$ cat config.mk
export PLATFORM = sky130hd
export DESIGN_NAME = pattern_sequencer
export DESIGN_NICKNAME = d
export VERILOG_FILES = /design/src/rtl/pattern_sequencer.sv
export SDC_FILE = /design/constraint.sdc
export NUM_CORES = 1
export LEC_CHECK = 0
export CAP_MARGIN = 40
export CORE_ASPECT_RATIO = 1.5
export CORE_MARGIN = 2
export CORE_UTILIZATION = 35
export CTS_CLUSTER_SIZE = 14
export DETAILED_ROUTE_END_ITERATION = 8
export GPL_TIMING_DRIVEN = 0
export PLACE_DENSITY = 0.66
export SLEW_MARGIN = 20
export SYNTH_ARGS = -nofsm -noshare
export SYNTH_HDL_FRONTEND = slang
export SYNTH_SLANG_ARGS = --single-unit
$ cat constraint.sdc
create_clock -name i_pixclk -period 2.3 [get_ports i_pixclk]
set_clock_uncertainty 0.1 [all_clocks]
set_input_delay 0.69 -clock i_pixclk [delete_from_list [all_inputs] [get_ports i_pixclk]]
set_output_delay 0.69 -clock i_pixclk [all_outputs]
set_load 0.05 [all_outputs]
$ cat src/rtl/pattern_sequencer.sv
// -----------------------------------------------------------------------------
// pattern_sequencer
//
// Tracks the raster position of a pixel encoder and selects which of
// NUM_PATTERNS shader patterns is shown. Pattern changes are requested by two
// asynchronous push-buttons (next / prev) or by a timed auto-advance. A change
// is held pending until the next start of frame, applied there, and then the
// picture is muted for one full frame so no torn frame is ever displayed.
//
// Ports
//   i_pixclk       in   1      pixel clock, all logic on its rising edge
//   i_reset_n      in   1      asynchronous active-low reset
//   i_rd           in   1      encoder pixel-consume strobe (advances hcount)
//   i_newline      in   1      encoder start-of-line pulse
//   i_newframe     in   1      encoder start-of-frame pulse
//   i_btn_next     in   1      asynchronous button, active-high, index +1
//   i_btn_prev     in   1      asynchronous button, active-high, index -1
//   i_auto_en      in   1      level, enables timed auto-advance
//   o_hcount       out  CNT_W  pixel column counter
//   o_vcount       out  CNT_W  line counter
//   o_pattern_sel  out  3      active pattern index, 0..NUM_PATTERNS-1
//   o_mute         out  1      high: downstream forces the pixel to black
//   o_switch       out  1      one-cycle pulse when o_pattern_sel changes
// -----------------------------------------------------------------------------
module pattern_sequencer #(
  parameter int NUM_PATTERNS = 6,    // 2..8
  parameter int AUTO_FRAMES  = 120,  // frames per pattern in auto mode, >= 2
  parameter int CNT_W        = 12
) (
  input  logic             i_pixclk,
  input  logic             i_reset_n,
  input  logic             i_rd,
  input  logic             i_newline,
  input  logic             i_newframe,
  input  logic             i_btn_next,
  input  logic             i_btn_prev,
  input  logic             i_auto_en,
  output logic [CNT_W-1:0] o_hcount,
  output logic [CNT_W-1:0] o_vcount,
  output logic [2:0]       o_pattern_sel,
  output logic             o_mute,
  output logic             o_switch
);

  localparam int         FC_W     = (AUTO_FRAMES > 2) ? $clog2(AUTO_FRAMES) : 1;
  localparam logic [FC_W-1:0] FC_LAST  = FC_W'(AUTO_FRAMES - 1);
  localparam logic [2:0]      SEL_LAST = 3'(NUM_PATTERNS - 1);

  typedef enum logic [1:0] {
    S_RUN   = 2'd0,
    S_PEND  = 2'd1,
    S_BLANK = 2'd2
  } state_t;

  state_t          state, state_d;
  logic            dir_up, dir_up_d;          // pending direction, 1 = +1
  logic            blank_partial, partial_d;  // BLANK entered from reset, mid-frame
  logic [FC_W-1:0] frame_cnt, frame_cnt_d;
  logic [2:0]      sel_d;
  logic            mute_d;
  logic            switch_d;

  // ---------------------------------------------------------------------------
  // Button synchronizers: [0],[1] are the two synchronizing flops, [2] is the
  // delayed copy of [1] used for rising-edge detection. The edge is registered
  // so a request appears one cycle after the edge reaches the second flop.
  // ---------------------------------------------------------------------------
  logic [2:0] next_sync, prev_sync;
  logic       req_next, req_prev;

  // NOTE: sequential state is written with non-blocking assignments only, so
  // every flop samples the pre-edge value of every other flop.
  always_ff @(posedge i_pixclk or negedge i_reset_n) begin
    if (!i_reset_n) begin
      next_sync <= 3'b000;
      prev_sync <= 3'b000;
      req_next  <= 1'b0;
      req_prev  <= 1'b0;
    end else begin
      next_sync <= {next_sync[1:0], i_btn_next};
      prev_sync <= {prev_sync[1:0], i_btn_prev};
      req_next  <= next_sync[1] & ~next_sync[2];
      req_prev  <= prev_sync[1] & ~prev_sync[2];
    end
  end

  // Simultaneous next and prev cancel each other out.
  logic valid_next, valid_prev, dir_eff, auto_req;

  assign valid_next = req_next & ~req_prev;
  assign valid_prev = req_prev & ~req_next;
  // A fresh request in PEND overrides the stored direction (last one wins).
  assign dir_eff    = valid_next ? 1'b1 : (valid_prev ? 1'b0 : dir_up);
  assign auto_req   = i_auto_en & i_newframe & (frame_cnt == FC_LAST);

  function automatic logic [2:0] step_sel(input logic [2:0] cur, input logic up);
    if (up) return (cur == SEL_LAST) ? 3'd0 : cur + 3'd1;
    else    return (cur == 3'd0) ? SEL_LAST : cur - 3'd1;
  endfunction

  // ---------------------------------------------------------------------------
  // FSM state register
  // ---------------------------------------------------------------------------
  always_ff @(posedge i_pixclk or negedge i_reset_n) begin
    if (!i_reset_n) begin
      state         <= S_BLANK;
      dir_up        <= 1'b0;
      blank_partial <= 1'b1;
    end else begin
      state         <= state_d;
      dir_up        <= dir_up_d;
      blank_partial <= partial_d;
    end
  end

  // ---------------------------------------------------------------------------
  // FSM next-state logic
  // ---------------------------------------------------------------------------
  // NOTE: every signal assigned in a combinational block gets a default at the
  // top, so no path leaves it unassigned and no latch is inferred.
  always_comb begin
    state_d   = state;
    dir_up_d  = dir_up;
    partial_d = blank_partial;
    case (state)
      S_RUN: begin
        // Button requests take precedence over the auto-advance request.
        if (valid_next || valid_prev) begin
          dir_up_d = valid_next;
          state_d  = S_PEND;
        end else if (auto_req) begin
          dir_up_d = 1'b1;
          state_d  = S_PEND;
        end
      end
      S_PEND: begin
        dir_up_d = dir_eff;
        if (i_newframe) state_d = S_BLANK;
      end
      S_BLANK: begin
        // After reset the first frame is partial; it must run out before the
        // one full muted frame starts, so the first newframe only arms BLANK.
        if (i_newframe) begin
          if (blank_partial) partial_d = 1'b0;
          else               state_d   = S_RUN;
        end
      end
      default: state_d = S_BLANK;
    endcase
  end

  // ---------------------------------------------------------------------------
  // FSM output logic (next values of the registered outputs)
  // ---------------------------------------------------------------------------
  always_comb begin
    sel_d       = o_pattern_sel;
    mute_d      = o_mute;
    switch_d    = 1'b0;
    frame_cnt_d = frame_cnt;

    if (state == S_PEND && i_newframe) begin
      sel_d    = step_sel(o_pattern_sel, dir_eff);
      switch_d = 1'b1;
      mute_d   = 1'b1;
    end

    if (state == S_BLANK && i_newframe && !blank_partial) mute_d = 1'b0;

    // Counts frames spent in RUN; stops once a request moves the FSM to PEND.
    if (!i_auto_en || switch_d)
      frame_cnt_d = '0;
    else if (state == S_RUN && i_newframe && state_d == S_RUN)
      frame_cnt_d = frame_cnt + 1'b1;
  end

  always_ff @(posedge i_pixclk or negedge i_reset_n) begin
    if (!i_reset_n) begin
      o_pattern_sel <= 3'd0;
      o_mute        <= 1'b1;
      o_switch      <= 1'b0;
      frame_cnt     <= '0;
    end else begin
      o_pattern_sel <= sel_d;
      o_mute        <= mute_d;
      o_switch      <= switch_d;
      frame_cnt     <= frame_cnt_d;
    end
  end

  // ---------------------------------------------------------------------------
  // Raster counters: clear beats increment, both wrap modulo 2^CNT_W.
  // ---------------------------------------------------------------------------
  always_ff @(posedge i_pixclk or negedge i_reset_n) begin
    if (!i_reset_n) begin
      o_hcount <= '0;
      o_vcount <= '0;
    end else begin
      if (i_newframe)     o_vcount <= '0;
      else if (i_newline) o_vcount <= o_vcount + 1'b1;

      if (i_newline)      o_hcount <= '0;
      else if (i_rd)      o_hcount <= o_hcount + 1'b1;
    end
  end

endmodule
==> out/metrics.yaml <==
finish:
  nets: 278
  syn_to_final_growth_pct: 24.7
  diodes: 0
  drive_gt1_share_pct: 8.33
  most-common-layout-cells: "dfrtp_1, nor2_1, dlygate4sd2_1"
  utilization_pct: 44.3
  fillCellCount: 649
  final_common_cell: "dfrtp_1"
  stdcell_count: 340
clock_tree:
  ctsHoldBuffers: 0
  clockBufferDepth: 2
  cts.sinks: 48
  cts_setup_buffers: 0
  insertion_delay_ns: 0.30
  root_buffer: "clkbuf_8"
  tritoncts: "done"
  clk_pin_slew_ns: 0.09
  h-tree-depth: 2
  numCtsBuffers: 5
route:
  drt_wl_total_um: 4230
  vias: 1709
  ant_nets: 0
  via_per_inst: 5.03
  wl_per_cell_um: 12.4
  drt_iter0_drc: 74
  dr.pass1.iters: 4
  drc: 0
timing:
  drv_slew: 0
  finalHoldViolCount: 0
  max_slew.worst_pin.slew_ns: 0.500
  fin_crit_ns: 2.24
  fmax_mhz: 447
  slew_headroom_pct: 66.5
  rsz0062_at_grt: "no"
  setup_violations: 0
  finalCritPeriodShare_pct: 97.4
  finalWorstSetupSlack_ns: 0.0609
die:
  rows: 36
  start_util_pct: 35.5
  io_pins: 37
  fp.dieArea_um2: 7160
  fp.coreArea_um2: 6400
  dieWidth_um: 69.8
  fp.dieH_um: 103
synthesis:
  yosysWarnings: 0
  syn_inst: 219
  yosysSeqAreaShare_pct: 53.1
  synthDistinctLibCells: 41
  synth_nets: 234
  synth_seq_cells: 48
  syn-cell-area_um2: 2270
  syn_area_per_cell_um2: 10.4
grt:
  grt_start_max_net_pins: 31
  antenna_found_initial: 0
  grt_pass1_wl_um: 7110
  grt_pass1_vias: 1579
  grt.overflow.total: 0
  track_usage_pct: 12.3
flow_run:
  maxCapViolations: 0
placed_design:
  port_buffers: 35
  gp_congestion: 0.796
  place_inst: 332
  dpl.hpwl_um: 3000
  dp_slack_ns: -0.119
critical_path:
  path_delay_family: "buffers and inverters"
  crit_chain: "clkdlybuf4s50_1"
  arrival_ns: 1.45
  cp-start-kind: "register"
  required_ns: 1.51
  critPathBufInv: 1
  crit_slowest_cell: "clkdlybuf4s50_1"
  crit_type: "reg -> out"
  cp-end-kind: "output port"
  critPathMaxStageDelay_ns: 0.80
  path_max_fanout: 2
hold_path:
  hold_path_class: "in -> async"
outcome:
  outcome: "completed"
power:
  peakVddDrop_v: 0.000376
  pwr_density_cell_nw_per_um2: 762
  total_power_uw: 2160
  leakage_uw: 0.00135
==> state kept, by name, summed over array words and instances, names as in the netlist, 2 cells and up <==
signal         cells
state              2
frame_cnt          7
o_vcount          12
prev_sync          3
o_hcount          12
o_pattern_sel      3
next_sync          3
==> power breakdown <==
| group | total, uW | internal, uW | switching, uW |
|---|---|---|---|
| combinational | 621 | 233 | 388 |
| sequential | 989 | 931 | 58.3 |
| clock | 549 | 275 | 274 |
==> area by class of cell <==
class	instances	area, um^2	area share, %
clock buffers	8	100	3.53
multi-input cells	151	970	34.2
repair buffers	37	367	12.9
well taps	76	95.1	3.36
flip-flops and latches	48	1200	42.5
inverters	12	45.0	1.59
plain buffers	8	51.3	1.81
==> through the flow <==
stage | TNS [ns] | hold WS [ns] | cell area, um^2
finish | 0 | 0.232 | 2830
global route | 0 | 0.232 | 2830
CTS | 0 | 0.229 | 2830
detailed placement | -0.461 | 0.235 | 2760
global placement | -46.71 | 0.233 | 2720
floorplan | 0 | 0.231 | 2270
==> path summary, 6_finish.rpt <==
path / startpoint / to / slack, ns / cells past startpoint
min reg2reg: next_sync[0] / next_sync[1] / 0.25 / 0
min in group i_pixclk: next_sync[0] / next_sync[1] / 0.25 / 0
min: i_reset_n / frame_cnt[3] / 0.23 / 2
max reg2reg: req_next / frame_cnt[6] / 0.53 / 6
max in group asynchronous: i_reset_n / state[1] / 1.46 / 3
max: o_pattern_sel[0] / o_pattern_sel[0] / 0.06 / 1
==> per-layer routing <==
layer / global-route usage [%] / up-vias / wire, um
met5: 0 / - / 0
met4: 7.10 / 0 / 89
met3: 2.15 / 5 / 136
met2: 21.8 / 32 / 2240
met1: 14.1 / 842 / 1760
li1: - / 830 / -
==> timing repair <==
| item | in CTS | in global routing |
|---|---|---|
| pin swaps | 0 | 0 |
| setup endpoints to repair | 25 | 2 |
| hold endpoints to repair | 0 | 0 |
| resized for setup | 25 | 2 |
==> synth_stat cells, drive strengths merged <==
library cell | count | share of area, %
inv | 12 | 2.0
nor3 | 6 | 1.3
and4 | 1 | 0.39
nor2 | 34 | 5.6
and3 | 2 | 0.55
o21ai | 7 | 1.5
a21oi | 7 | 1.5
xnor2 | 12 | 4.6
nand3 | 5 | 1.1
clkbuf | 2 | 0.33
nand4 | 10 | 3.0
o2111ai | 1 | 0.66
a31oi | 1 | 0.28
a22o | 3 | 1.2
o211ai | 2 | 0.66
dfrtp | 45 | 50
nor4 | 4 | 1.1
or3 | 3 | 0.83
and2 | 1 | 0.28
dfstp | 3 | 3.5
a211oi | 1 | 0.33
or2 | 1 | 0.28
nor2b | 3 | 0.83
nand3b | 1 | 0.33
and4bb | 1 | 0.55
mux2i | 4 | 1.8
a221oi | 2 | 0.77
buf | 6 | 1.9
o22ai | 1 | 0.28
nand2 | 12 | 2.0
nand2b | 2 | 0.55
xor2 | 14 | 5.4
or3b | 1 | 0.39
o21a | 1 | 0.33
ha | 7 | 3.9
nand4b | 1 | 0.39
==> logic make-up (layout without fill, tap and decap cells) <==
kind of cell               Yosys count  count (layout)  synth area share, %
muxes                                4               4                 1.76
xor gates and xnor gates            26              26                 10.0
and+or+nand+nor                     88              88                 19.5
buffers and inverters               20              65                 4.24
AOI/OAI and AO/OA                   26              26                 7.55
adders and majority gates            7               7                 3.86
DFF                                 48              48                 53.1
No activity file was read; power rests on OpenSTA's default activity.
